[src/rtl/lane_scheduler_if.sv]
// Control/status bundle between the game top level and the lane scheduler.
// master = game top level side, slave = scheduler side.
interface lane_scheduler_if #(
    parameter int LANES = 8
);
    logic             start;
    logic             pause;
    logic             collide;
    logic             level_up;
    logic [LANES-1:0] shift_en;
    logic [LANES-1:0] dir;
    logic [2:0]       level;
    logic [1:0]       state;

    modport master (
        output start, pause, collide, level_up,
        input  shift_en, dir, level, state
    );

    modport slave (
        input  start, pause, collide, level_up,
        output shift_en, dir, level, state
    );
endinterface

[src/rtl/lane_scheduler.sv]
// Lane timing controller: game-flow FSM, base-tick prescaler, per-lane shift strobes.
// Optional macro SCHED_STAGGER_EN phase-offsets the lane counters on game start.
module lane_scheduler #(
    parameter int                   LANES     = 8,
    parameter int                   TICK_DIV  = 12500000,
    parameter logic [4*LANES-1:0]   LANE_BASE = 32'h25374638,
    parameter logic [LANES-1:0]     DIR_MASK  = 8'b01010101
) (
    input  logic              clk,
    input  logic              reset,
    lane_scheduler_if.slave   bus
);

    localparam int PCW = (TICK_DIV > 2) ? $clog2(TICK_DIV) : 1;

    typedef enum logic [1:0] {
        S_IDLE   = 2'b00,
        S_RUN    = 2'b01,
        S_PAUSED = 2'b10,
        S_HALT   = 2'b11
    } state_t;

    state_t           r_state;
    state_t           w_next_state;
    logic [PCW-1:0]   r_pc;
    logic [3:0]       r_cnt [LANES];
    logic [LANES-1:0] r_shift_en;
    logic [2:0]       r_level;

    logic             w_tick;
    logic             w_stay_run;
    logic             w_advance;
    logic             w_fire;
    logic             w_launch;
    logic [3:0]       w_per  [LANES];
    logic [3:0]       w_init [LANES];
    logic [LANES-1:0] w_hit;

    // Lane period shortened by the level, never below one tick.
    function automatic logic [3:0] lane_period(input logic [3:0] base, input logic [2:0] lvl);
        if (base > {1'b0, lvl}) begin
            return base - {1'b0, lvl};
        end else begin
            return 4'd1;
        end
    endfunction

    // Game-flow next-state decode; collide outranks pause.
    always_comb begin
        w_next_state = r_state;
        case (r_state)
            S_IDLE: begin
                if (bus.start) w_next_state = S_RUN;
                else           w_next_state = S_IDLE;
            end
            S_RUN: begin
                if (bus.collide)    w_next_state = S_HALT;
                else if (bus.pause) w_next_state = S_PAUSED;
                else                w_next_state = S_RUN;
            end
            S_PAUSED: begin
                if (bus.collide)    w_next_state = S_HALT;
                else if (bus.pause) w_next_state = S_RUN;
                else                w_next_state = S_PAUSED;
            end
            S_HALT: begin
                if (bus.start) w_next_state = S_IDLE;
                else           w_next_state = S_HALT;
            end
            default: w_next_state = S_IDLE;
        endcase
    end

    // Leaving RUN on a tick edge freezes the prescaler and cancels that tick's strobes.
    assign w_tick     = (r_state == S_RUN) && (r_pc == PCW'(TICK_DIV - 1));
    assign w_stay_run = (r_state == S_RUN) && (w_next_state == S_RUN);
    assign w_advance  = (r_state == S_RUN) && (!w_tick || w_stay_run);
    assign w_fire     = w_tick && w_stay_run;
    assign w_launch   = (r_state == S_IDLE) && (w_next_state == S_RUN);

    // Per-lane period, terminal-count flag and start-of-game counter value.
    always_comb begin
        for (int i = 0; i < LANES; i++) begin
            w_per[i] = lane_period(LANE_BASE[4*i +: 4], r_level);
            w_hit[i] = (r_cnt[i] == 4'd0);
`ifdef SCHED_STAGGER_EN
            w_init[i] = 4'(i % int'(w_per[i]));
`else
            w_init[i] = w_per[i] - 4'd1;
`endif
        end
    end

    // FSM state register.
    always_ff @(posedge clk) begin
        if (reset) begin
            r_state <= S_IDLE;
        end else begin
            r_state <= w_next_state;
        end
    end

    // Prescaler, lane counters, strobes and difficulty level.
    always_ff @(posedge clk) begin
        if (reset) begin
            r_pc       <= '0;
            r_shift_en <= '0;
            r_level    <= 3'd0;
            for (int i = 0; i < LANES; i++) begin
                r_cnt[i] <= 4'd0;
            end
        end else begin
            r_shift_en <= w_fire ? w_hit : '0;

            if (w_launch) begin
                r_pc <= '0;
            end else if (w_advance) begin
                r_pc <= w_tick ? '0 : r_pc + PCW'(1);
            end

            for (int i = 0; i < LANES; i++) begin
                if (w_launch) begin
                    r_cnt[i] <= w_init[i];
                end else if (w_fire) begin
                    r_cnt[i] <= w_hit[i] ? (w_per[i] - 4'd1) : (r_cnt[i] - 4'd1);
                end
            end

            if ((r_state == S_HALT) && bus.start) begin
                r_level <= 3'd0;
            end else if (w_stay_run && bus.level_up && (r_level != 3'd7)) begin
                r_level <= r_level + 3'd1;
            end
        end
    end

    assign bus.shift_en = r_shift_en;
    assign bus.dir      = DIR_MASK;
    assign bus.level    = r_level;
    assign bus.state    = r_state;

endmodule

[src/flat_wrapper.sv]
// flat-port wrapper written by rule: the top's interface ports become plain ports
module lane_scheduler_flat 
#(
    parameter int                   LANES     = 8,
    parameter int                   TICK_DIV  = 12500000,
    parameter logic [4*LANES-1:0]   LANE_BASE = 32'h25374638,
    parameter logic [LANES-1:0]     DIR_MASK  = 8'b01010101
)
  (clk, reset, bus_start, bus_pause, bus_collide, bus_level_up, bus_shift_en, bus_dir, bus_level, bus_state);
  lane_scheduler_if #(.LANES(LANES)) bus_i ();
  input  logic clk;
  input  logic reset;
  input wire logic [$bits(bus_i.start)-1:0] bus_start;
  input wire logic [$bits(bus_i.pause)-1:0] bus_pause;
  input wire logic [$bits(bus_i.collide)-1:0] bus_collide;
  input wire logic [$bits(bus_i.level_up)-1:0] bus_level_up;
  output wire logic [$bits(bus_i.shift_en)-1:0] bus_shift_en;
  output wire logic [$bits(bus_i.dir)-1:0] bus_dir;
  output wire logic [$bits(bus_i.level)-1:0] bus_level;
  output wire logic [$bits(bus_i.state)-1:0] bus_state;
  assign bus_i.start = bus_start;
  assign bus_i.pause = bus_pause;
  assign bus_i.collide = bus_collide;
  assign bus_i.level_up = bus_level_up;
  assign bus_shift_en = bus_i.shift_en;
  assign bus_dir = bus_i.dir;
  assign bus_level = bus_i.level;
  assign bus_state = bus_i.state;
  lane_scheduler #(.LANES(LANES), .TICK_DIV(TICK_DIV), .LANE_BASE(LANE_BASE), .DIR_MASK(DIR_MASK)) u_core (.clk(clk), .reset(reset), .bus(bus_i));
endmodule
[config.mk]
export PLATFORM = sky130hd
export DESIGN_NAME = lane_scheduler_flat
export DESIGN_NICKNAME = d
export VERILOG_FILES = /design/src/rtl/lane_scheduler_if.sv /design/src/rtl/lane_scheduler.sv /design/src/flat_wrapper.sv
export SDC_FILE = /design/constraint.sdc
export NUM_CORES = 1
export LEC_CHECK = 0
export BUFFER_PORTS_ARGS = -buffer_cell sky130_fd_sc_hd__buf_4
export CAP_MARGIN = 0
export CORE_MARGIN = 2
export CORE_UTILIZATION = 50
export CTS_BUF_LIST = sky130_fd_sc_hd__clkbuf_8
export DETAILED_ROUTE_END_ITERATION = 8
export PLACE_DENSITY_LB_ADDON = 0.3
export SYNTH_ARGS = -nofsm -noshare
export SYNTH_HDL_FRONTEND = slang
export SYNTH_SLANG_ARGS = --single-unit
export TNS_END_PERCENT = 5
[constraint.sdc]
create_clock -name clk -period 5.15 [get_ports clk]
set_input_delay 0.515 -clock clk [delete_from_list [all_inputs] [get_ports clk]]
set_output_delay 0.515 -clock clk [all_outputs]
set_load 0.05 [all_outputs]
==> report_table.html, run 1 <==
<table>
<tr><th>Metric</th><th>Value</th></tr>
<tr><th colspan="2">STA</th></tr>
<tr><td>Final worst-path cycle share</td><td>69.2%</td></tr>
<tr><td>Final critical path time including I/O delays and setup</td><td>3.57 ns</td></tr>
<tr><td>Unrepaired setup endpoints after global routing</td><td>false</td></tr>
<tr><td>Fin. Hold Viols</td><td>0</td></tr>
<tr><td>Smallest setup slack after layout</td><td>1.58 ns</td></tr>
<tr><td>Final slew viol count</td><td>0</td></tr>
<tr><td>Number of failing setup endpoints in the final timing report</td><td>0</td></tr>
<tr><td>Setup TNS Final</td><td>0 ns</td></tr>
<tr><td>Setup Skew</td><td>0.0131 ns</td></tr>
<tr><td>Normalized max-slew margin</td><td>28.2%</td></tr>
<tr><td>Tightest hold margin</td><td>0.512 ns</td></tr>
<tr><td>Slew at the pin closest to its max-slew limit</td><td>1.07 ns</td></tr>
<tr><td>Highest Clock Rate</td><td>280 MHz</td></tr>
<tr><th colspan="2">Logic synthesis</th></tr>
<tr><td>Most frequently used flop master after synthesis</td><td>sky130_fd_sc_hd__dfxtp_1</td></tr>
<tr><td>Area contributors post-synth</td><td>sky130_fd_sc_hd__edfxtp_1 (24%), sky130_fd_sc_hd__dfxtp_1 (19%), sky130_fd_sc_hd__nor2_1 (6.5%)</td></tr>
<tr><td>Yosys synthesis warning count</td><td>0</td></tr>
<tr><td>Register bit total from synthesis</td><td>69</td></tr>
<tr><td>Share of flip-flops with an asynchronous set or reset after synthesis</td><td>0%</td></tr>
<tr><td>Distinct cells, synth</td><td>55</td></tr>
<tr><td>Proportion of netlist area held by the largest area contributor</td><td>24.4%</td></tr>
<tr><td>Portion of the post-synthesis area used by sequential elements</td><td>43.2%</td></tr>
<tr><td>Combined area of all synthesized cells</td><td>3940 um2</td></tr>
<tr><td>Library cell with the largest summed area after synthesis</td><td>sky130_fd_sc_hd__edfxtp_1</td></tr>
<tr><td>Synthesized instance count</td><td>431</td></tr>
<tr><td>Mean instance size in the synthesized netlist</td><td>9.13 um2</td></tr>
<tr><td>EDFF count, synth</td><td>32</td></tr>
<tr><th colspan="2">Detailed routing</th></tr>
<tr><td>Wire per inst</td><td>15.2 um</td></tr>
<tr><td>Drc violations</td><td>0</td></tr>
<tr><td>Average via count per standard cell</td><td>5.56</td></tr>
<tr><td>Antenna-violating nets left</td><td>0</td></tr>
<tr><td>Count of TritonRoute iterations in the first routing pass</td><td>4</td></tr>
<tr><td>Number of vias in the routed layout</td><td>3,077</td></tr>
<tr><td>Number of DRC markers in iteration 0</td><td>171</td></tr>
<tr><td>Routed wire length</td><td>8430 um</td></tr>
<tr><th colspan="2">Worst setup path</th></tr>
<tr><td>Kind of critical path</td><td>reg2reg</td></tr>
<tr><td>Worst endpoint required time</td><td>5.12 ns</td></tr>
<tr><td>Startpoint type of the worst setup path</td><td>register</td></tr>
<tr><td>CP cell instances</td><td>or4b_4 &gt; nor4_4 &gt; and4_1 &gt; nand2_1 &gt; nand2b_2</td></tr>
<tr><td>Slowest cell on the critical path</td><td>sky130_fd_sc_hd__nand2b_2</td></tr>
<tr><td>Worst-path fanout max</td><td>41</td></tr>
<tr><td>Largest delay share family, worst path</td><td>simple AND/OR/NAND/NOR gates</td></tr>
<tr><td>Max incr delay on CP</td><td>0.87 ns</td></tr>
<tr><td>Data arrival time of the critical path</td><td>3.54 ns</td></tr>
<tr><td>Category of the worst setup path capture point</td><td>register</td></tr>
<tr><td>Crit path buffers/inverters</td><td>0</td></tr>
<tr><th colspan="2">Final layout</th></tr>
<tr><td>Count of nets after finishing</td><td>469</td></tr>
<tr><td>Number of filler cells placed in the layout</td><td>707</td></tr>
<tr><td>Area of combinational cells with multiple inputs</td><td>2050 um2</td></tr>
<tr><td>Final cell utilization of the core</td><td>56.1%</td></tr>
<tr><td>Fraction of final layout cells with drive strength greater than 1</td><td>11.1%</td></tr>
<tr><td>Reg area</td><td>1700 um2</td></tr>
<tr><td>Inserted Diodes</td><td>0</td></tr>
<tr><td>Relative area change from synthesis to final layout</td><td>9.54%</td></tr>
<tr><th colspan="2">Floorplanning</th></tr>
<tr><td>Die area</td><td>8600 um2</td></tr>
<tr><td>Number of placed I/O pins</td><td>27</td></tr>
<tr><td>Cell row count</td><td>32</td></tr>
<tr><td>Vertical extent of the die</td><td>92.7 um</td></tr>
<tr><td>Horizontal extent of the die</td><td>92.7 um</td></tr>
<tr><td>Starting density of the core</td><td>51.2%</td></tr>
<tr><td>Placeable core region</td><td>7690 um2</td></tr>
<tr><th colspan="2">Global route</th></tr>
<tr><td>Vias in the first global route</td><td>2,890</td></tr>
<tr><td>First-pass GRT wire length</td><td>14,200 um</td></tr>
<tr><td>GR Util All Layers</td><td>21.1%</td></tr>
<tr><td>Total congestion overflow</td><td>0</td></tr>
<tr><td>Number of antenna violations at the first check in global routing</td><td>0</td></tr>
<tr><td>Largest net degree at the start of global routing</td><td>42</td></tr>
<tr><th colspan="2">CTS</th></tr>
<tr><td>Root buffer selected by CTS</td><td>sky130_fd_sc_hd__clkbuf_8</td></tr>
<tr><td>Worst-Skew Late Latency</td><td>0.35 ns</td></tr>
<tr><td>CTS Sinks</td><td>69</td></tr>
<tr><td>CTS Buffer Depth</td><td>2</td></tr>
<tr><td>CTS tree</td><td>built</td></tr>
<tr><td>H-tree Lvls</td><td>3</td></tr>
<tr><td>Clock buffer count from CTS</td><td>9</td></tr>
<tr><td>Number of gates given a new drive strength after cts</td><td>0</td></tr>
<tr><td>Clock-pin slew of the registers on the worst-case setup and hold paths</td><td>0.08 ns</td></tr>
<tr><td>Count of hold-fix buffers inserted at cts</td><td>0</td></tr>
<tr><td>Number of post-CTS setup repair buffers</td><td>0</td></tr>
<tr><th colspan="2">Hold path</th></tr>
<tr><td>Worst min path class</td><td>reg2reg</td></tr>
<tr><th colspan="2">Power</th></tr>
<tr><td>NetSw</td><td>0.000336 W</td></tr>
<tr><td>Proportion of power drawn by flip-flops and latches</td><td>50.5%</td></tr>
<tr><td>Leakage power of the design</td><td>1.71 nW</td></tr>
<tr><td>Internal portion of total power</td><td>0.000907 W</td></tr>
<tr><td>PwrDens</td><td>288 nW/um2</td></tr>
<tr><td>Switching power as a share of total power</td><td>27.0%</td></tr>
<tr><td>Power after layout</td><td>0.00124 W</td></tr>
<tr><td>Share of power burned in combinational logic</td><td>13.3%</td></tr>
<tr><td>Clock network fraction of design power</td><td>36.2%</td></tr>
<tr><td>VDD IR max</td><td>0.115 mV</td></tr>
<tr><th colspan="2">Run status</th></tr>
<tr><td>Result of the run</td><td>finished clean</td></tr>
<tr><th colspan="2">Placement</th></tr>
<tr><td>GP Congestion</td><td>0.876</td></tr>
<tr><td># port buffers</td><td>18</td></tr>
<tr><td>Placement-stage worst setup slack</td><td>1.61 ns</td></tr>
<tr><td>HPWL after DPL</td><td>5970 um</td></tr>
<tr><th colspan="2">Flow run</th></tr>
<tr><td>Count of max-cap constraint violations</td><td>0</td></tr>
</table>
cells in the final DEF (no fill, tap or decap), types with 3 or more instances in the layout:
cell                         n
sky130_fd_sc_hd__nor2_1     68
sky130_fd_sc_hd__dfxtp_1    37
sky130_fd_sc_hd__edfxtp_1   32
sky130_fd_sc_hd__inv_1      28
sky130_fd_sc_hd__a21oi_1    22
sky130_fd_sc_hd__nand2_1    21
sky130_fd_sc_hd__nor3_1     20
sky130_fd_sc_hd__nand3_1    18
sky130_fd_sc_hd__xor2_1     18
sky130_fd_sc_hd__buf_4      18
sky130_fd_sc_hd__ha_1       17
sky130_fd_sc_hd__xnor2_1    12
sky130_fd_sc_hd__nand4_1    11
sky130_fd_sc_hd__clkbuf_8   11
sky130_fd_sc_hd__and3_1     10
sky130_fd_sc_hd__o21ai_0    10
sky130_fd_sc_hd__mux2i_1     9
sky130_fd_sc_hd__a211oi_1    9
sky130_fd_sc_hd__conb_1      8
sky130_fd_sc_hd__or3_1       6
sky130_fd_sc_hd__nand2b_1    6
sky130_fd_sc_hd__nor3b_1     5
sky130_fd_sc_hd__nor2b_1     5
sky130_fd_sc_hd__or2_2       3
sky130_fd_sc_hd__and2_1      3
sky130_fd_sc_hd__a2bb2oi_1   3
path summary, 6_finish.rpt:
kind	start	to	slack, ns	cells past startpoint
setup reg to reg	u_core.r_pc[6]$_SDFFE_PP0P_	u_core.r_cnt[2][1]$_SDFFCE_PN0P_	1.58	5
hold / removal	u_core.r_pc[23]$_SDFFE_PP0P_	u_core.r_pc[23]$_SDFFE_PP0P_	0.51	2
setup / recovery	u_core.r_pc[6]$_SDFFE_PP0P_	u_core.r_cnt[2][1]$_SDFFCE_PN0P_	1.58	5
hold reg to reg	u_core.r_pc[23]$_SDFFE_PP0P_	u_core.r_pc[23]$_SDFFE_PP0P_	0.51	2
cell families after synthesis:
kind of cell,after synthesis,share of synthesized area [%]
AOI/OAI and AO/OA,61,10.0
xor gates and xnor gates,30,6.68
adders and majority gates,17,5.40
buffers and inverters,46,5.37
DFF,69,43.2
muxes,12,3.15
other,2,0.191
and+or+nand+nor,194,26.0
final cells by class:
| class | instances | area share, % |
|---|---|---|
| clock buffer | 11 | 3.51 |
| clock inverter | 5 | 1.16 |
| inverter | 26 | 2.26 |
| multi-input combinational | 322 | 47.5 |
| sequential | 69 | 39.5 |
| tap | 102 | 2.96 |
| timing repair buffer | 18 | 3.13 |
registers in the layout (all words and copies together) (netlist names):
name                 flops
u_core.bus.level         3
u_core.bus.shift_en      8
u_core.bus.state         2
u_core.r_cnt            32
u_core.r_pc             24
per-layer routing:
metal,global-route usage (%),part of all wire [%]
met2,34.9,50
met1,27.3,45
met3,4.23,3.5
met5,0,0
met4,8.33,1.6
metrics by stage:
step / std cells / cell area [um2]
after floorplan: 437 / 3960
after global placement: 537 / 4110
after detailed placement: 537 / 4110
after CTS: 553 / 4310
after global routing: 553 / 4310
final: 553 / 4310
power by group through the flow:
stage / sequential, W / combinational (W) / clock (W)
after floorplan: 0.000638 / 0.000129 / 0
after global placement: 0.000638 / 0.000161 / 0
after detailed placement: 0.000640 / 0.000165 / 0
after CTS: 0.000628 / 0.000166 / 0.000458
after global routing: 0.000631 / 0.000184 / 0.000484
final: 0.000628 / 0.000165 / 0.000450
cell usage after synthesis, types with 6 or more instances:
cell,n
sky130_fd_sc_hd__and3_1,10
sky130_fd_sc_hd__a21oi_1,22
sky130_fd_sc_hd__nor2_1,68
sky130_fd_sc_hd__nor3_1,20
sky130_fd_sc_hd__dfxtp_1,37
sky130_fd_sc_hd__xor2_1,18
sky130_fd_sc_hd__edfxtp_1,32
sky130_fd_sc_hd__clkbuf_1,6
sky130_fd_sc_hd__nand3_1,18
sky130_fd_sc_hd__mux2i_1,9
sky130_fd_sc_hd__buf_4,9
sky130_fd_sc_hd__nand2_1,21
sky130_fd_sc_hd__inv_1,26
sky130_fd_sc_hd__or3_1,6
sky130_fd_sc_hd__xnor2_1,12
sky130_fd_sc_hd__a211oi_1,9
sky130_fd_sc_hd__o21ai_0,10
sky130_fd_sc_hd__ha_1,17
sky130_fd_sc_hd__nand4_1,11
sky130_fd_sc_hd__nand2b_1,7
worst register-to-register path, stage by stage, from the launching register on:
cell and delay [ns]:
sky130_fd_sc_hd__dfxtp_1 0.37, sky130_fd_sc_hd__or4b_4 0.55, sky130_fd_sc_hd__nor4_4 0.40, sky130_fd_sc_hd__and4_1 0.50, sky130_fd_sc_hd__nand2_1 0.46, sky130_fd_sc_hd__nand2b_2 0.88
Note: power is estimated with default switching activity, not from simulation.
==> inputs of run 2 (changes only) <==
Clock period 5.15 ns to 3.7 ns, I/O delays scaled along.
==> run 2 against run 1 <==
Clock skew is 0.0015 ns lower. Critical path depth is 3 higher. Register-to-register slack worse by 0.87 ns. Worst setup slack lost 0.87 ns. First-iteration DRC count up 2.9%. Hold slack got worse by 0.12 ns. Final area grew 0.12%. Sequential power increased by 39%. Combinational power up 41%. Core utilization rose by 0.065 points. Sequential share of layout area barely moved. Cell count increased by 0.90%.
==> report_table.html, run 2 (synthesized netlist as in run 1, its figures left out) <==
<table>
<tr><th>Metric</th><th>Value</th></tr>
<tr><th colspan="2">Placement</th></tr>
<tr><td>GP Congestion</td><td>0.854 (-2.5%)</td></tr>
<tr><td># port buffers</td><td>18 (unchanged)</td></tr>
<tr><td>Placement-stage worst setup slack</td><td>0.704 ns (-0.904 ns)</td></tr>
<tr><td>Total placed cells including tap cells</td><td>542 (+0.93%)</td></tr>
<tr><td>HPWL after DPL</td><td>6000 um (+0.46%)</td></tr>
<tr><th colspan="2">Worst setup path</th></tr>
<tr><td>Slowest cell on the critical path</td><td>sky130_fd_sc_hd__or4b_4</td></tr>
<tr><td>Worst endpoint required time</td><td>3.69 ns (-1.43 ns)</td></tr>
<tr><td>Max incr delay on CP</td><td>0.55 ns (-0.32 ns)</td></tr>
<tr><td>Crit path buffers/inverters</td><td>3 (+3)</td></tr>
<tr><td>Reg2reg start</td><td>u_core.r_pc[6]$_SDFFE_PP0P_</td></tr>
<tr><td>Reg-to-reg critical path endpoint</td><td>u_core.r_cnt[1][0]$_SDFFCE_PN0P_</td></tr>
<tr><td>Worst setup slack for register-to-register paths</td><td>0.72 ns (-0.87 ns)</td></tr>
<tr><td>Startpoint type of the worst setup path</td><td>register</td></tr>
<tr><td>Data arrival time of the critical path</td><td>2.97 ns (-0.57 ns)</td></tr>
<tr><td>Worst-path fanout max</td><td>37 (-9.8%)</td></tr>
<tr><td>Kind of critical path</td><td>reg2reg</td></tr>
<tr><td>Cell with the most instances on the worst path</td><td>sky130_fd_sc_hd__buf_4</td></tr>
<tr><td>Category of the worst setup path capture point</td><td>register</td></tr>
<tr><td>Length in cells of the worst reg-to-reg path</td><td>8 (+3)</td></tr>
<tr><td>CP cell instances</td><td>or4b_4 &gt; nor4_4 &gt; and4_1 &gt; buf_4 &gt; nand2_1 &gt; buf_4 &gt; nand2b_2 &gt; buf_4</td></tr>
<tr><td>Largest delay share family, worst path</td><td>simple AND/OR/NAND/NOR gates</td></tr>
<tr><th colspan="2">Final layout</th></tr>
<tr><td>Max FFs per register</td><td>32 (unchanged)</td></tr>
<tr><td>Count of nets after finishing</td><td>474 (+1.1%)</td></tr>
<tr><td>Register name with the most flops</td><td>u_core.r_cnt</td></tr>
<tr><td>Relative area change from synthesis to final layout</td><td>9.66%</td></tr>
<tr><td>Fraction of final layout cells with drive strength greater than 1</td><td>12.1% (+0.97 points)</td></tr>
<tr><td>Count of placed standard cells in the final layout, fillers left out</td><td>558 (+0.90%)</td></tr>
<tr><td>Most common cell after layout, fill and taps aside</td><td>sky130_fd_sc_hd__nor2_1</td></tr>
<tr><td>Most frequent cells in the layout</td><td>sky130_fd_sc_hd__nor2_1 (68), sky130_fd_sc_hd__dfxtp_1 (37), sky130_fd_sc_hd__edfxtp_1 (32)</td></tr>
<tr><td>Inserted Diodes</td><td>0 (unchanged)</td></tr>
<tr><th colspan="2">Flow run</th></tr>
<tr><td>Count of max-cap constraint violations</td><td>0 (unchanged)</td></tr>
<tr><th colspan="2">Floorplanning</th></tr>
<tr><td>Starting density of the core</td><td>51.2% (unchanged)</td></tr>
<tr><td>Number of placed I/O pins</td><td>27 (unchanged)</td></tr>
<tr><td>Vertical extent of the die</td><td>92.7 um (unchanged)</td></tr>
<tr><td>Cell row count</td><td>32 (unchanged)</td></tr>
<tr><td>Die area</td><td>8600 um2 (unchanged)</td></tr>
<tr><td>Horizontal extent of the die</td><td>92.7 um (unchanged)</td></tr>
<tr><td>Placeable core region</td><td>7690 um2 (unchanged)</td></tr>
<tr><th colspan="2">CTS</th></tr>
<tr><td>H-tree Lvls</td><td>3 (unchanged)</td></tr>
<tr><td>Number of gates given a new drive strength after cts</td><td>0 (unchanged)</td></tr>
<tr><td>Clock-pin slew of the registers on the worst-case setup and hold paths</td><td>0.07 ns (about the same)</td></tr>
<tr><td>Root buffer selected by CTS</td><td>sky130_fd_sc_hd__clkbuf_8</td></tr>
<tr><td>Clock buffer count from CTS</td><td>9 (unchanged)</td></tr>
<tr><td>CTS Sinks</td><td>69 (unchanged)</td></tr>
<tr><td>CTS tree</td><td>built</td></tr>
<tr><td>Worst-Skew Late Latency</td><td>0.35 ns (about the same)</td></tr>
<tr><td>Count of hold-fix buffers inserted at cts</td><td>0 (unchanged)</td></tr>
<tr><td>CTS Buffer Depth</td><td>2 (unchanged)</td></tr>
<tr><td>Number of post-CTS setup repair buffers</td><td>0 (unchanged)</td></tr>
<tr><th colspan="2">Detailed routing</th></tr>
<tr><td>Number of vias in the routed layout</td><td>3,165 (+2.9%)</td></tr>
<tr><td>Drc violations</td><td>0 (unchanged)</td></tr>
<tr><td>Antenna-violating nets left</td><td>0 (unchanged)</td></tr>
<tr><td>Average via count per standard cell</td><td>5.67 (+1.9%)</td></tr>
<tr><td>Number of DRC markers in iteration 0</td><td>176 (+2.9%)</td></tr>
<tr><td>Count of TritonRoute iterations in the first routing pass</td><td>4 (unchanged)</td></tr>
<tr><td>Routed wire length</td><td>8520 um (+1.0%)</td></tr>
<tr><td>Wire per inst</td><td>15.3 um (+0.13%)</td></tr>
<tr><th colspan="2">Power</th></tr>
<tr><td>Switching power as a share of total power</td><td>28.6% (+1.5 points)</td></tr>
<tr><td>Leakage power of the design</td><td>1.72 nW (+0.63%)</td></tr>
<tr><td>Internal portion of total power</td><td>0.00117 W (+29%)</td></tr>
<tr><td>Clock network fraction of design power</td><td>32.8% (-3.4 points)</td></tr>
<tr><td>VDD IR max</td><td>0.183 mV (+59%)</td></tr>
<tr><td>Proportion of power drawn by flip-flops and latches</td><td>53.1% (+2.6 points)</td></tr>
<tr><td>Share of power burned in combinational logic</td><td>14.2% (+0.9 points)</td></tr>
<tr><td>NetSw</td><td>0.000470 W (+40%)</td></tr>
<tr><td>PwrDens</td><td>381 nW/um2 (+32%)</td></tr>
<tr><th colspan="2">Run status</th></tr>
<tr><td>Result of the run</td><td>finished clean</td></tr>
<tr><th colspan="2">STA</th></tr>
<tr><td>Smallest setup slack after layout</td><td>0.716 ns (-0.868 ns)</td></tr>
<tr><td>Normalized max-slew margin</td><td>36.1% (+7.8 points)</td></tr>
<tr><td>Fin. Hold Viols</td><td>0 (unchanged)</td></tr>
<tr><td>Final worst-path cycle share</td><td>80.6% (+11 points)</td></tr>
<tr><td>Final critical path time including I/O delays and setup</td><td>2.98 ns (-0.582 ns)</td></tr>
<tr><td>Setup TNS Final</td><td>0 ns (unchanged)</td></tr>
<tr><td>Slew at the pin closest to its max-slew limit</td><td>0.952 ns (-0.114 ns)</td></tr>
<tr><td>Final slew viol count</td><td>0 (unchanged)</td></tr>
<tr><td>Number of failing setup endpoints in the final timing report</td><td>0 (unchanged)</td></tr>
<tr><td>Highest Clock Rate</td><td>335 MHz (+20%)</td></tr>
<tr><td>Unrepaired setup endpoints after global routing</td><td>false</td></tr>
<tr><td>Setup Skew</td><td>0.0116 ns (-0.00150 ns)</td></tr>
<tr><th colspan="2">Hold path</th></tr>
<tr><td>Worst Hold Path Cells</td><td>2 (unchanged)</td></tr>
<tr><td>Worst min path class</td><td>in2reg</td></tr>
<tr><td>Worst hold start</td><td>reset</td></tr>
<tr><td>Worst-case hold path end point</td><td>u_core.r_cnt[7][3]$_SDFFCE_PP0P_</td></tr>
<tr><th colspan="2">Global route</th></tr>
<tr><td>Total congestion overflow</td><td>0 (unchanged)</td></tr>
<tr><td>Largest net degree at the start of global routing</td><td>38 (-9.5%)</td></tr>
<tr><td>GR Util All Layers</td><td>21.4% (+0.25 points)</td></tr>
<tr><td>Vias in the first global route</td><td>3,023 (+4.6%)</td></tr>
<tr><td>Number of antenna violations at the first check in global routing</td><td>0 (unchanged)</td></tr>
<tr><td>First-pass GRT wire length</td><td>14,500 um (+1.7%)</td></tr>
</table>
run 2: worst max path at each step:
stage / end / startpoint / slack, ns / depth (start not counted)
after floorplan: u_core.r_cnt[0][0]$_SDFFCE_PN0P_ / u_core.bus.state[1]$_SDFF_PP0_ / 0.97 / 8
after CTS: u_core.r_cnt[3][3]$_SDFFCE_PN0P_ / u_core.r_pc[6]$_SDFFE_PP0P_ / 0.71 / 8
final: u_core.r_cnt[1][0]$_SDFFCE_PN0P_ / u_core.r_pc[6]$_SDFFE_PP0P_ / 0.72 / 8
after global routing: u_core.r_cnt[2][3]$_SDFFCE_PN0P_ / u_core.r_pc[6]$_SDFFE_PP0P_ / 0.51 / 8
after global placement: u_core.r_cnt[1][0]$_SDFFCE_PN0P_ / u_core.r_pc[6]$_SDFFE_PP0P_ / 0.79 / 8
after detailed placement: u_core.r_cnt[3][3]$_SDFFCE_PN0P_ / u_core.r_pc[6]$_SDFFE_PP0P_ / 0.70 / 8
run 2: routing by layer:
metal / global-route usage [%] / wire [um] / vias up
met5: 0 / 0 / -
met4: 7.60 / 148 / 0
met3: 4.56 / 477 / 13
met2: 35.5 / 4140 / 103
met1: 27.6 / 3760 / 1502
li1: - / - / 1547
run 2: cell type report:
cell class | instances | area [um2]
well taps | 102 | 128
flip-flops and latches | 69 | 1700
inverters | 26 | 97.6
clock buffers | 10 | 138
repair buffers | 23 | 173
fillers | 712 | 3370
multi-input cells | 322 | 2050
clock inverters | 6 | 31.3
run 2: worst reg2reg max path: cells and delay by family (launching register included):
| kind | cells | cell delay (ns) |
|---|---|---|
| AND/OR/NAND/NOR | 5 | 1.43 |
| buffers and inverters | 3 | 0.83 |
| flip-flops | 1 | 0.37 |
run 2: power by group through the flow:
stage | Combinational, W | Sequential, W | Clock (W)
floorplan | 0.000179 | 0.000888 | 0
global route | 0.000260 | 0.000878 | 0.000581
global placement | 0.000225 | 0.000887 | 0
CTS | 0.000233 | 0.000872 | 0.000548
finish | 0.000233 | 0.000872 | 0.000539
detailed placement | 0.000231 | 0.000889 | 0
run 2: per-stage QoR:
stage                     util (%)  total power, W  hold slack [ns]  instance area [um2]
after global routing          56.2         0.00172            0.389                 4320
after global placement        54.0         0.00111            0.488                 4150
final                         56.2         0.00164            0.394                 4320
after floorplan                  -         0.00107            0.471                 3960
after CTS                     56.2         0.00165            0.380                 4320
after detailed placement      54.0         0.00112            0.520                 4150
==> inputs of run 3 (changes only) <==
Settings changed: ABC_AREA set to 1.
Clock period 3.7 ns to 2.65 ns, I/O delays scaled along.
==> run 3 against run 2 <==
Core utilization down 0.78 points. Maximum frequency up 29%. Clock power up 60%. Register-to-register slack worse by 0.38 ns. Hold slack worse by 0.13 ns. Power up 52%. Area after synthesis up 19%. Cell count up 48%. Sequential power up 39%. Global-route usage up 0.53 points. Critical path type unchanged. Largest power group unchanged.
==> report_table.html, run 3 <==
<table>
<tr><th>Metric</th><th>Value</th></tr>
<tr><th colspan="2">Run status</th></tr>
<tr><td>Result of the run</td><td>finished clean</td></tr>
<tr><th colspan="2">Detailed routing</th></tr>
<tr><td>Wire per inst</td><td>12.8 um (-16%)</td></tr>
<tr><td>Number of DRC markers in iteration 0</td><td>207 (+18%)</td></tr>
<tr><td>Routed wire length</td><td>10,600 um (+24%)</td></tr>
<tr><td>Average via count per standard cell</td><td>5.14 (-9.3%)</td></tr>
<tr><td>Number of vias in the routed layout</td><td>4,248 (+34%)</td></tr>
<tr><td>Count of TritonRoute iterations in the first routing pass</td><td>5 (+1)</td></tr>
<tr><td>Drc violations</td><td>0 (unchanged)</td></tr>
<tr><td>Antenna-violating nets left</td><td>0 (unchanged)</td></tr>
<tr><th colspan="2">CTS</th></tr>
<tr><td>Count of hold-fix buffers inserted at cts</td><td>0 (unchanged)</td></tr>
<tr><td>H-tree Lvls</td><td>3 (unchanged)</td></tr>
<tr><td>Number of post-CTS setup repair buffers</td><td>0 (unchanged)</td></tr>
<tr><td>Root buffer selected by CTS</td><td>sky130_fd_sc_hd__clkbuf_8</td></tr>
<tr><td>CTS Sinks</td><td>69 (unchanged)</td></tr>
<tr><td>Number of gates given a new drive strength after cts</td><td>0 (unchanged)</td></tr>
<tr><td>Clock buffer count from CTS</td><td>9 (unchanged)</td></tr>
<tr><td>CTS tree</td><td>built</td></tr>
<tr><td>Worst-Skew Late Latency</td><td>0.35 ns (about the same)</td></tr>
<tr><td>Clock-pin slew of the registers on the worst-case setup and hold paths</td><td>0.08 ns (about the same)</td></tr>
<tr><td>CTS Buffer Depth</td><td>2 (unchanged)</td></tr>
<tr><th colspan="2">Worst setup path</th></tr>
<tr><td>Crit path buffers/inverters</td><td>0 (-3)</td></tr>
<tr><td>Slowest cell on the critical path</td><td>sky130_fd_sc_hd__nor2_2</td></tr>
<tr><td>Worst endpoint required time</td><td>2.86 ns (-0.83 ns)</td></tr>
<tr><td>Reg2reg start</td><td>u_core.r_pc[0]$_SDFFE_PP0P_</td></tr>
<tr><td>Startpoint type of the worst setup path</td><td>register</td></tr>
<tr><td>Kind of critical path</td><td>reg2reg</td></tr>
<tr><td>CP cell instances</td><td>ha_1 &gt; nand2_1 &gt; nor2_2 &gt; nand3_1 &gt; nor2_2 &gt; nand3_4 &gt; nand2_2 &gt; nand2_1 &gt; nor2_1</td></tr>
<tr><td>Worst-path fanout max</td><td>15 (-59%)</td></tr>
<tr><td>Timing startpoint of the critical path</td><td>u_core.r_pc[0]$_SDFFE_PP0P_</td></tr>
<tr><td>Category of the worst setup path capture point</td><td>register</td></tr>
<tr><td>Max incr delay on CP</td><td>0.49 ns (-0.06 ns)</td></tr>
<tr><td>Largest delay share family, worst path</td><td>simple AND/OR/NAND/NOR gates</td></tr>
<tr><td>Data arrival time of the critical path</td><td>2.53 ns (-0.44 ns)</td></tr>
<tr><th colspan="2">STA</th></tr>
<tr><td>Final worst-path cycle share</td><td>87.5% (+6.8 points)</td></tr>
<tr><td>Unrepaired setup endpoints after global routing</td><td>false</td></tr>
<tr><td>Final slew viol count</td><td>0 (unchanged)</td></tr>
<tr><td>Highest Clock Rate</td><td>431 MHz (+29%)</td></tr>
<tr><td>Smallest setup slack after layout</td><td>0.332 ns (-0.385 ns)</td></tr>
<tr><td>Setup Skew</td><td>0.0191 ns (+0.00743 ns)</td></tr>
<tr><td>Final critical path time including I/O delays and setup</td><td>2.32 ns (-0.665 ns)</td></tr>
<tr><td>Fin. Hold Viols</td><td>0 (unchanged)</td></tr>
<tr><td>Tightest hold margin</td><td>0.266 ns (-0.128 ns)</td></tr>
<tr><td>Slew at the pin closest to its max-slew limit</td><td>0.581 ns (-0.371 ns)</td></tr>
<tr><td>Number of failing setup endpoints in the final timing report</td><td>0 (unchanged)</td></tr>
<tr><td>Setup TNS Final</td><td>0 ns (unchanged)</td></tr>
<tr><td>Normalized max-slew margin</td><td>61.2% (+25 points)</td></tr>
<tr><th colspan="2">Final layout</th></tr>
<tr><td>Most common cell after layout, fill and taps aside</td><td>sky130_fd_sc_hd__nand2_1</td></tr>
<tr><td>Most frequent cells in the layout</td><td>sky130_fd_sc_hd__nand2_1 (165), sky130_fd_sc_hd__nor2_1 (126), sky130_fd_sc_hd__inv_1 (112)</td></tr>
<tr><td>Max FFs per register</td><td>32 (unchanged)</td></tr>
<tr><td>Count of nets after finishing</td><td>733 (+55%)</td></tr>
<tr><td>Relative area change from synthesis to final layout</td><td>8.45%</td></tr>
<tr><td>Number of filler cells placed in the layout</td><td>926 (+30%)</td></tr>
<tr><td>Area of combinational cells with multiple inputs</td><td>2430 um2 (+19%)</td></tr>
<tr><td>Reg area</td><td>1700 um2 (unchanged)</td></tr>
<tr><td>Final cell utilization of the core</td><td>55.4% (-0.78 points)</td></tr>
<tr><td>Fraction of final layout cells with drive strength greater than 1</td><td>8.11% (-3.9 points)</td></tr>
<tr><td>Inserted Diodes</td><td>0 (unchanged)</td></tr>
<tr><td>Register name with the most flops</td><td>u_core.r_cnt</td></tr>
<tr><th colspan="2">Logic synthesis</th></tr>
<tr><td>Synthesized instance count</td><td>691 (+60%)</td></tr>
<tr><td>Distinct cells, synth</td><td>36 (-35%)</td></tr>
<tr><td>Most frequently used flop master after synthesis</td><td>sky130_fd_sc_hd__dfxtp_1</td></tr>
<tr><td>Proportion of netlist area held by the largest area contributor</td><td>20.5% (-3.9 points)</td></tr>
<tr><td>Post-synthesis share of cell area spent on full adders, half adders and majority gates</td><td>4.53% (-0.87 points)</td></tr>
<tr><td>Mean instance size in the synthesized netlist</td><td>6.80 um2 (-26%)</td></tr>
<tr><td>Share of flip-flops with an asynchronous set or reset after synthesis</td><td>0% (unchanged)</td></tr>
<tr><td>Combined area of all synthesized cells</td><td>4700 um2 (+19%)</td></tr>
<tr><td>Fraction of synthesized area in multiplexers</td><td>0.213% (-2.9 points)</td></tr>
<tr><td>Most frequent cell after synthesis</td><td>sky130_fd_sc_hd__nand2_1</td></tr>
<tr><td>EDFF count, synth</td><td>32 (unchanged)</td></tr>
<tr><td>Portion of the post-synthesis area used by sequential elements</td><td>36.2% (-7.0 points)</td></tr>
<tr><td>Register bit total from synthesis</td><td>69 (unchanged)</td></tr>
<tr><td>Area contributors post-synth</td><td>sky130_fd_sc_hd__edfxtp_1 (20%), sky130_fd_sc_hd__dfxtp_1 (16%), sky130_fd_sc_hd__nand2_1 (13%)</td></tr>
<tr><td>Share of the synthesized area in compound gates (AO/OA/AOI/OAI)</td><td>6.37% (-3.6 points)</td></tr>
<tr><td>Most used standard cells in the synthesized netlist</td><td>sky130_fd_sc_hd__nand2_1 (165), sky130_fd_sc_hd__nor2_1 (126), sky130_fd_sc_hd__inv_1 (111)</td></tr>
<tr><td>Yosys synthesis warning count</td><td>0 (unchanged)</td></tr>
<tr><td>Library cell with the largest summed area after synthesis</td><td>sky130_fd_sc_hd__edfxtp_1</td></tr>
<tr><td>Combinational family with the most area after synthesis</td><td>simple AND/OR/NAND/NOR gates</td></tr>
<tr><td>Xor/xnor share of the synthesized area</td><td>4.48% (-2.2 points)</td></tr>
<tr><td>Simple-gate share of the synthesized area</td><td>35.6% (+9.7 points)</td></tr>
<tr><th colspan="2">Power</th></tr>
<tr><td>Leakage power of the design</td><td>2.26 nW (+32%)</td></tr>
<tr><td>Power after layout</td><td>0.00250 W (+52%)</td></tr>
<tr><td>VDD IR max</td><td>0.407 mV (+120%)</td></tr>
<tr><td>PwrDens</td><td>492 nW/um2 (+29%)</td></tr>
<tr><th colspan="2">Floorplanning</th></tr>
<tr><td>Vertical extent of the die</td><td>101 um (+8.8%)</td></tr>
<tr><td>Starting density of the core</td><td>51.1% (-0.14 points)</td></tr>
<tr><td>Horizontal extent of the die</td><td>101 um (+8.8%)</td></tr>
<tr><td>Die area</td><td>10,200 um2 (+18%)</td></tr>
<tr><td>Number of placed I/O pins</td><td>27 (unchanged)</td></tr>
<tr><td>Cell row count</td><td>35 (+9.4%)</td></tr>
<tr><td>Placeable core region</td><td>9200 um2 (+20%)</td></tr>
<tr><th colspan="2">Global route</th></tr>
<tr><td>Number of antenna violations at the first check in global routing</td><td>0 (unchanged)</td></tr>
<tr><td>Vias in the first global route</td><td>3,968 (+31%)</td></tr>
<tr><td>First-pass GRT wire length</td><td>17,900 um (+24%)</td></tr>
<tr><td>Total congestion overflow</td><td>0 (unchanged)</td></tr>
<tr><td>GR Util All Layers</td><td>21.9% (+0.53 points)</td></tr>
<tr><td>Largest net degree at the start of global routing</td><td>33 (-13%)</td></tr>
<tr><th colspan="2">Hold path</th></tr>
<tr><td>Worst hold start</td><td>reset</td></tr>
<tr><td>Worst min path class</td><td>in2reg</td></tr>
<tr><th colspan="2">Flow run</th></tr>
<tr><td>Count of max-cap constraint violations</td><td>0 (unchanged)</td></tr>
<tr><th colspan="2">Placement</th></tr>
<tr><td>Placement-stage worst setup slack</td><td>0.379 ns (-0.325 ns)</td></tr>
<tr><td># port buffers</td><td>18 (unchanged)</td></tr>
<tr><td>HPWL after DPL</td><td>7760 um (+29%)</td></tr>
<tr><td>GP Congestion</td><td>0.965 (+13%)</td></tr>
</table>
run 3: cell types whose count changed after synthesis, moves of 9 or more:
cell	change
sky130_fd_sc_hd__nor3_1	-15
sky130_fd_sc_hd__nand2_1	+144
sky130_fd_sc_hd__nor2_1	+58
sky130_fd_sc_hd__inv_1	+85
sky130_fd_sc_hd__nand3_1	+32
sky130_fd_sc_hd__a211oi_1	-9
run 3: logic make-up after synthesis:
logic type	after synthesis
xor+xnor	24
flops	69
simple gates	384
other cells	2
fa+ha+maj	17
buf+inv	138
compound gates	56
mux	1
run 3: worst paths after layout:
path,endpoint,cells after the start,slack [ns]
setup reg to reg,u_core.r_cnt[2][2]$_SDFFCE_PN0P_,9,0.33
setup / recovery,u_core.r_cnt[2][2]$_SDFFCE_PN0P_,9,0.33
hold / removal,u_core.r_cnt[6][3]$_SDFFCE_PP0P_,2,0.27
hold reg to reg,u_core.r_pc[1]$_SDFFE_PP0P_,2,0.53
run 3: area by class of cell:
cell class / count / share of cell area [%]
Clock buffer: 9 / 2.43
Inverter: 114 / 8.45
Timing Repair Buffer: 26 / 3.83
Multi-Input combinational cell: 490 / 47.8
Tap cell: 111 / 2.73
Clock inverter: 7 / 1.33
Sequential cell: 69 / 33.4
run 3: stage by stage:
step	cell area, um2	cells
after CTS	5090	826
final	5090	826
after global routing	5090	826
after detailed placement	4900	810
after floorplan	4720	697
after global placement	4900	810
run 3: power by group:
part | internal, W | switching [W]
combinational | 0.000129 | 0.000299
clock | 0.000432 | 0.000433
sequential | 0.00118 | 0.0000343
total | 0.00174 | 0.000766
run 3: routing by layer:
| metal | wire length, um | vias to the layer above | global-route usage, % | share of wire, % |
|---|---|---|---|---|
| li1 | - | 2205 | - | - |
| met1 | 5100 | 1907 | 30.0 | 48 |
| met2 | 4730 | 119 | 35.2 | 45 |
| met3 | 601 | 17 | 4.16 | 5.7 |
| met4 | 159 | 0 | 6.55 | 1.5 |
| met5 | 0 | - | 0 | 0 |
